File: src/rtl/pattern_detector_pkg.sv
`default_nettype none
// ============================================================================
//  Module      : pattern_detector_pkg
//  Description : Shared constants, state type and sizing helper for the
//                serial pattern detector.
//  Revision    : 1.0 - initial release
// ============================================================================
package pattern_detector_pkg;

  localparam int c_pat_w_min = 2;
  localparam int c_pat_w_max = 16;
  localparam int c_cnt_w_min = 1;
  localparam int c_cnt_w_max = 16;

  typedef enum logic [0:0] {
    ST_FILL  = 1'b0,
    ST_ARMED = 1'b1
  } pd_state_e;

  // Fill counter spans 0..pat_w-1, so clog2(pat_w) bits suffice.
  function automatic int fill_width(input int pat_w);
    return (pat_w <= 1) ? 1 : $clog2(pat_w);
  endfunction

endpackage
`default_nettype wire

File: src/rtl/pattern_detector_sat_counter.sv
`default_nettype none
// ============================================================================
//  Module      : sat_counter
//  Description : Saturating up-counter with synchronous clear (clear wins).
//  Revision    : 1.0 - initial release
// ============================================================================
module sat_counter #(
  parameter int CNT_W = 8
) (
  input  logic             clk,
  input  logic             rst,
  input  logic             inc,
  input  logic             clr,
  output logic [CNT_W-1:0] cnt
);

  localparam logic [CNT_W-1:0] c_max = '1;

  logic [CNT_W-1:0] r_cnt;

  always_ff @(posedge clk or negedge rst) begin
    if (!rst) begin
      r_cnt <= '0;
    end else if (clr) begin
      r_cnt <= '0;
    end else if (inc && (r_cnt != c_max)) begin
      r_cnt <= r_cnt + CNT_W'(1);
    end
  end

  assign cnt = r_cnt;

endmodule
`default_nettype wire

File: src/rtl/pattern_detector.sv
`default_nettype none
// ============================================================================
//  Module      : pattern_detector
//  Description : Serial bit-pattern detector with loadable pattern, optional
//                overlapping detection and a saturating match counter.
//  Revision    : 1.0 - initial release
// ============================================================================
module pattern_detector
  import pattern_detector_pkg::*;
#(
  parameter int               PAT_W   = 4,
  parameter int               CNT_W   = 8,
  parameter logic [PAT_W-1:0] RST_PAT = 4'b1001
) (
  input  logic             clk,
  input  logic             rst,
  input  logic             in_valid,
  input  logic             in,
  input  logic             pat_load,
  input  logic [PAT_W-1:0] pat_in,
  input  logic             overlap_en,
  input  logic             cnt_clr,
  output logic             det,
  output logic             det_q,
  output logic [CNT_W-1:0] match_cnt
);

  localparam int                c_fill_w   = fill_width(PAT_W);
  localparam logic [c_fill_w-1:0] c_fill_max = c_fill_w'(PAT_W - 1);

  if ((PAT_W < c_pat_w_min) || (PAT_W > c_pat_w_max) ||
      (CNT_W < c_cnt_w_min) || (CNT_W > c_cnt_w_max)) begin : g_bad_params
    $error("pattern_detector: PAT_W or CNT_W outside legal range");
  end

  logic [PAT_W-1:0]    r_pat;
  logic [PAT_W-2:0]    r_hist;
  logic [c_fill_w-1:0] r_fill;
  logic                r_det_q;

  pd_state_e           w_state;
  logic [PAT_W-1:0]    w_word;
  logic                w_match;
  logic [PAT_W-1:0]    w_pat_nxt;
  logic [PAT_W-2:0]    w_hist_nxt;
  logic [c_fill_w-1:0] w_fill_nxt;

  always_ff @(posedge clk or negedge rst) begin
    if (!rst) begin
      r_pat   <= RST_PAT;
      r_hist  <= '0;
      r_fill  <= '0;
      r_det_q <= 1'b0;
    end else begin
      r_pat   <= w_pat_nxt;
      r_hist  <= w_hist_nxt;
      r_fill  <= w_fill_nxt;
      r_det_q <= w_match;
    end
  end

  always_comb begin
    w_state    = (r_fill == c_fill_max) ? ST_ARMED : ST_FILL;
    w_word     = {r_hist, in};
    w_match    = rst & in_valid & ~pat_load & (w_state == ST_ARMED) &
                 (w_word == r_pat);
    w_pat_nxt  = r_pat;
    w_hist_nxt = r_hist;
    w_fill_nxt = r_fill;

    if (pat_load) begin
      // A bit arriving with a pattern load is dropped; history restarts.
      w_pat_nxt  = pat_in;
      w_hist_nxt = '0;
      w_fill_nxt = '0;
    end else if (in_valid) begin
      w_hist_nxt = w_word[PAT_W-2:0];
      unique case (w_state)
        ST_FILL:  w_fill_nxt = r_fill + c_fill_w'(1);
        ST_ARMED: if (w_match && !overlap_en) w_fill_nxt = '0;
        default:  w_fill_nxt = r_fill;
      endcase
    end
  end

  sat_counter #(
    .CNT_W (CNT_W)
  ) u_match_cnt (
    .clk (clk),
    .rst (rst),
    .inc (w_match),
    .clr (cnt_clr),
    .cnt (match_cnt)
  );

  assign det   = w_match;
  assign det_q = r_det_q;

endmodule
`default_nettype wire

File: config.mk
export PLATFORM = sky130hd
export DESIGN_NAME = pattern_detector
export DESIGN_NICKNAME = d
export VERILOG_FILES = /design/src/rtl/pattern_detector_pkg.sv /design/src/rtl/pattern_detector_sat_counter.sv /design/src/rtl/pattern_detector.sv
export SDC_FILE = /design/constraint.sdc
export NUM_CORES = 1
export LEC_CHECK = 0
export BUFFER_PORTS_ARGS = -buffer_cell sky130_fd_sc_hd__buf_4
export CAP_MARGIN = 20
export CORE_MARGIN = 3
export CORE_UTILIZATION = 52
export DETAILED_ROUTE_END_ITERATION = 7
export PLACE_DENSITY = 0.77
export SYNTH_ARGS = -nofsm -noshare
export SYNTH_HDL_FRONTEND = slang
export SYNTH_SLANG_ARGS = --single-unit
File: constraint.sdc
create_clock -name clk -period 2.7 [get_ports clk]
set_clock_uncertainty 0.2 [all_clocks]
set_input_delay 0.675 -clock clk [delete_from_list [all_inputs] [get_ports clk]]
set_output_delay 0.675 -clock clk [all_outputs]
set_load 0.05 [all_outputs]
==> Word level (Yosys, flattened, before mapping) <==
Index checks and enable logic that the tools add are counted.
{ "op_classes": {"addsub": 2, "multipliers": 0, "div": 0, "magnitude_cmp": 0, "eq_ne": 4, "shift": 0, "muxes": 9, "bitwise_logic": 6, "reduce_logical": 6} }
{ "ops": {"columns": ["operator", "count"], "rows": [
  ["8-bit 2-to-1 mux", 2],
  ["8-bit by 1-bit adder with 8-bit output (second input constant)", 1],
  ["8-bit != test (second input constant)", 1],
  ["2-bit 2-to-1 mux", 3],
  ["3-bit 2-to-1 mux", 2],
  ["1-bit bitwise AND", 4],
  ["4-bit equality test", 1],
  ["2-bit case mux with 2 select lines", 1],
  ["2-bit nonzero test", 2],
  ["3-bit by 2-bit != test with 1-bit output (second input constant)", 1],
  ["2-bit by 1-bit adder with 2-bit output (second input constant)", 1],
  ["2-bit equality test (second input constant)", 1],
  ["1-bit logical AND", 2],
  ["1-bit NOT", 2],
  ["2-bit AND reduction", 1],
  ["1-bit zero test", 1],
  ["1-bit 2-to-1 mux", 1]
]} }
{ "word_totals": {"reg_bits": 18, "latchBits": 0, "ram_bits": 0, "romBits": 0, "in_bits": 11, "out_inout_bits": 10, "elab_cells": 32, "n_memories": 0} }

==> Depth between registers and ports, before layout <==
{ "logic_depth": {"word_depth": 9, "depth_mapped": 6, "ltp_nobuf": 5} }

==> Cells and area by module <==
A second synthesis with hierarchy kept.
{ "hier_totals": {"hier_cells": 89, "hier_area_um2": 958.4} }
{ "by_module_without_submodules": {"columns": ["mod", "instances", "cells_each", "area_per_inst_um2", "seq_area_each_um2"], "rows": [
  ["pattern_detector", 1, 40, 494.2, 252.7],
  ["sat_counter", 1, 49, 464.2, 200.2]
]} }

==> Least setup slack after synthesis <==
Ideal clock, no wire load.
{ "synth_timing": {"kind": "input to output", "start": "input in_valid", "end": "output det", "arrival_ns": 1.991, "t_required_ns": 1.825, "setup_slack_ns": -0.166, "stages": 5, "path_buffers": 2, "path_cell_list": "buf_4 > and4b_4 > nand4_4 > buf_6 > nor2_1"} }
{ "synth_between": {"elab_chain_len": 4} }
{ "synth_lines": {"columns": ["element", "line", "rtl"], "rows": [
  ["from (decl)", "pattern_detector.sv:17", "input logic in_valid,"],
  ["1-bit bitwise AND (4 in series)", "pattern_detector.sv:65", "w_match = rst & in_valid & ~pat_load & (w_state == ST_ARMED) &"],
  ["to (decl)", "pattern_detector.sv:23", "output logic det,"]
]} }
Every way passes these cells.

==> Worst setup path after layout <==
{ "layout_timing": {"start": "input pat_load", "end": "output det"} }
{ "layout_between": {"elab_chain_len": 4} }
{ "layout_lines": {"columns": ["element", "line", "rtl"], "rows": [
  ["from (decl)", "pattern_detector.sv:19", "input logic pat_load,"],
  ["1-bit NOT", "pattern_detector.sv:65", null],
  ["1-bit bitwise AND (3 in series)", "pattern_detector.sv:65", null]
]} }
Every way passes these cells.

==> summary by stage <==
Floorplanning
The width of the chip is 49.3 um. The number of placement rows is 15. The initial core utilization is 55.9%. The I/O pin count is 21.

After floorplanning, the core was sized to cover 1750 sq um. The die covers approximately 2400 sq um. Measured along the y axis, the die boundary spans between 40 and 50 um.

CTS
TritonCTS built the clock tree. The number of setup buffers added after CTS is 0. CTS built an H-tree with a depth of 1. The count of hold buffers inserted by post-cts repair is 0. After clock tree synthesis, the clock-pin slew on the worst setup and hold paths is 0.11 ns. The largest buffer count on any clock path is 2. Post-CTS repair changed the size of 0 cells.

The clock drives 18 sinks. CTS placed an instance of sky130_fd_sc_hd__clkbuf_4 at the clock tree root. The clock reaches the later pin of the worst-skew pair after 0.30 ns. The number of buffers inserted during clock tree synthesis is 3.

Worst hold path
The path class of the tightest hold or removal check is in2async.

Worst setup path
For the worst flop-to-flop path, the logic depth is 6. The worst stage delay on the critical path is between 0.3 and 0.4 ns. For the worst setup path, the data required time is 1.82 ns. The beginning of the worst register-to-register path is r_fill[0]$_DFFE_PN0P_.

The critical path goes through buf_4 -> and4b_4 -> nand4_4 -> nor2_2 -> buf_4. In this run the critical register-to-register path is captured at u_match_cnt.cnt[6]$_DFFE_PN0P_. The cell depth of the worst setup path is 5. The worst setup slack for register-to-register paths is 0.63 ns. The slowest stage of the critical path belongs to the cell sky130_fd_sc_hd__and4b_4. The most numerous cell type found on the critical path is sky130_fd_sc_hd__buf_4. The buffer and inverter count on the worst path is 2. The data arrival time of the worst path is 1.58 ns. In this run the worst path has a maximum fanout of 12. The kind of capture point of the worst setup path is a primary output. The critical path launch point type is a primary input. The type of the setup path with the least slack is in2out. The cell family contributing the most delay on the critical path is simple AND/OR/NAND/NOR gates.

Timing
Across all setup checks in the final design, the least slack found is 0.250 ns. The number of endpoints failing setup at the final stage is 0. The number of hold violations in the final report is 0. In the finished design, the share of the clock period the worst path needs comes to 90.8%.

Setup repair after global routing left no endpoint under its margin. The final max-slew violation count is 0. The post-route worst hold slack is 0.116 ns. The total negative slack for setup checks is 0 ns. The worst path needs 2.45 ns of the cycle, external delays included. Derived from the worst setup path, the maximum achievable clock frequency is slightly above 400 MHz. The max-slew headroom at the worst pin is 73.6%. For the pin with the worst max-slew slack, the measured transition is 0.396 ns.

Route
After detailed routing, the number of remaining DRC violations is 0. The number of nets with antenna violations after routing is 0. The routed layout has 748 vias. The vias per cell is between 5 and 6. For this block, the initial DRC count from the detailed router was 13. The final layout contains routed wiring with a total length of 1810 um.

The total iterations of the first detailed-routing run is 4. The average detailed-routed wire length per instance is 13.5 um.

Placed design
Timing analysis after detailed placement gives a worst setup slack of 0.243 ns. The congestion estimate from routability-driven global placement came to about 0.8. The number of placed instances, taps included, is between 100 and 150. The post-DP HPWL is 1330 um. In this run the tool buffered the top-level ports with 20 buffer cells.

Global route
Entering global routing, the biggest net connects 19 pins. The number of antenna violations at the first check in global routing is 0. The first global-routing pass estimated 3040 um of wire.

The number of global-route vias before repair came to 702. The overall track demand over capacity in global routing is 16.7%. The leftover overflow at the end of global routing is 0.

Yosys
The synthesized design contains 0 enable-type register cells. The share of async-settable or async-resettable flops after synthesis is 100%. A synthesized cell averages around 11 sq um. By area the synthesized netlist is led by sky130_fd_sc_hd__dfrtp_1, sky130_fd_sc_hd__mux2_2, sky130_fd_sc_hd__dfstp_2.

The warning count from the yosys run is 0. By instance count, the leading cell after synthesis is sky130_fd_sc_hd__dfrtp_1. The mapped netlist covers 976 sq um.

The dominant synthesized flop cell is sky130_fd_sc_hd__dfrtp_1. The share of the synthesized area in the top cell type is 41.0%. When the netlist entered floorplanning its net count stood at 101. The number of synthesized register bits is 18. The share of synthesized area occupied by flip-flops and latches is 46.4%.

Of all cell types, the one taking the most synthesized area is sky130_fd_sc_hd__dfrtp_1. The commonest cells after synthesis are sky130_fd_sc_hd__dfrtp_1, sky130_fd_sc_hd__nor2_1, sky130_fd_sc_hd__a21oi_1, sky130_fd_sc_hd__mux2_2. The number of unique standard cell types used by synthesis is 32. The cell count after synthesis came out at 88.

Run
The tool flagged a number of max-cap violations equal to 0.

Power and ir drop
The largest voltage drop on the vdd net is 0.000322 V. The completed layout was analyzed and its total power is 0.000528 W. In this run the power density over the cells is 448 nW/um^2. Summed over all cells, the static leakage comes to 0.532 nW.

Finish
Leaving out filler cells and counting taps, the final layout contains 134. The area growth from synthesis to layout is 20.9%. The net count of the finished layout is 123.

The number of antenna cells inserted is 0. The share of post-route cells with drive strength above 1 is 35.8%.

Run status
The run finished with clean final reports.
routing by layer:
metal / part of all wire (%) / vias up / track usage (%) / routed length (um)
met3: 5.0 / 5 / 3.06 / 90
met2: 46 / 21 / 25.9 / 838
met5: 0 / - / 0 / 0
met1: 46 / 360 / 21.6 / 836
met4: 2.6 / 0 / 9.95 / 48
li1: - / 362 / - / -
metrics by stage:
stage	cell area, sq um	util [%]
after floorplan	978	-
after global placement	1140	65.5
after detailed placement	1140	65.5
after CTS	1180	67.6
after global routing	1180	67.6
final	1180	67.6
cell families after synthesis:
kind of cell    Yosys count  synth area share [%]
compound gates           13                  8.08
flops                    18                  46.4
buf+inv                   8                  4.36
xor+xnor                  4                  4.36
mux                      11                  12.2
simple gates             32                  22.1
fa+ha+maj                 2                  2.56
worst register-to-register path, stage by stage (launching register included):
cell                      delay [ns]
sky130_fd_sc_hd__dfrtp_1        0.40
sky130_fd_sc_hd__ha_1           0.20
sky130_fd_sc_hd__and4b_4        0.25
sky130_fd_sc_hd__nand4_4        0.09
sky130_fd_sc_hd__buf_4          0.20
sky130_fd_sc_hd__nor4_2         0.28
sky130_fd_sc_hd__mux2_2         0.36
cell type report:
class	count	area, sq um
multi-input combinational	62	483
fill	141	566
tap	25	31.3
clock buffer	4	36.3
inverter	3	11.3
timing repair buffer	22	165
sequential	18	453
worst max path at each step:
stage,start,end
2_1_floorplan,in_valid,det
3_3_place_gp,pat_load,det
3_5_place_dp,pat_load,det
4_1_cts,pat_load,det
5_1_grt,r_fill[0]$_DFFE_PN0P_,det
6_report,pat_load,det
cell usage in the layout (no fill, tap or decap):
cell type                  netlist  final
sky130_fd_sc_hd__nor3_1          1      1
sky130_fd_sc_hd__inv_1           3      3
sky130_fd_sc_hd__or3_1           3      3
sky130_fd_sc_hd__mux2i_1         4      4
sky130_fd_sc_hd__buf_4           1     22
sky130_fd_sc_hd__ha_1            2      2
sky130_fd_sc_hd__mux2_2          5      5
sky130_fd_sc_hd__clkbuf_4        0      3
sky130_fd_sc_hd__a21oi_1         5      5
sky130_fd_sc_hd__and4b_4         1      1
sky130_fd_sc_hd__nand2_1         2      2
sky130_fd_sc_hd__xnor2_2         1      1
sky130_fd_sc_hd__nor2_1          7      6
sky130_fd_sc_hd__mux2_1          2      2
sky130_fd_sc_hd__o31ai_1         3      3
sky130_fd_sc_hd__xor2_1          1      1
sky130_fd_sc_hd__dfstp_2         2      2
sky130_fd_sc_hd__a41o_1          1      1
sky130_fd_sc_hd__nand2b_1        3      3
sky130_fd_sc_hd__o22ai_1         1      1
sky130_fd_sc_hd__nand3_1         3      3
sky130_fd_sc_hd__nor4_2          2      2
sky130_fd_sc_hd__o21ai_0         3      3
sky130_fd_sc_hd__dfrtp_1        16     16
sky130_fd_sc_hd__or4_1           4      4
sky130_fd_sc_hd__clkbuf_8        0      1
sky130_fd_sc_hd__nor2b_1         3      3
sky130_fd_sc_hd__xnor2_1         2      2
sky130_fd_sc_hd__nand4_4         1      1
sky130_fd_sc_hd__nor2_2          0      1
sky130_fd_sc_hd__nand4_1         1      1
sky130_fd_sc_hd__and4_1          1      1
sequential cells by signal, summed over array words and instances, names as in the netlist:
| name | count |
|---|---|
| u_match_cnt.cnt | 8 |
| r_pat | 4 |
| r_hist | 3 |
| r_fill | 2 |
| det_q | 1 |
report_power, final:
part | switching, W | internal (W)
Combinational | 0.0000333 | 0.0000309
Clock | 0.0000915 | 0.0000823
Sequential | 0.00000806 | 0.000282
Total | 0.000133 | 0.000395
Note: power is estimated with default switching activity, not from simulation.
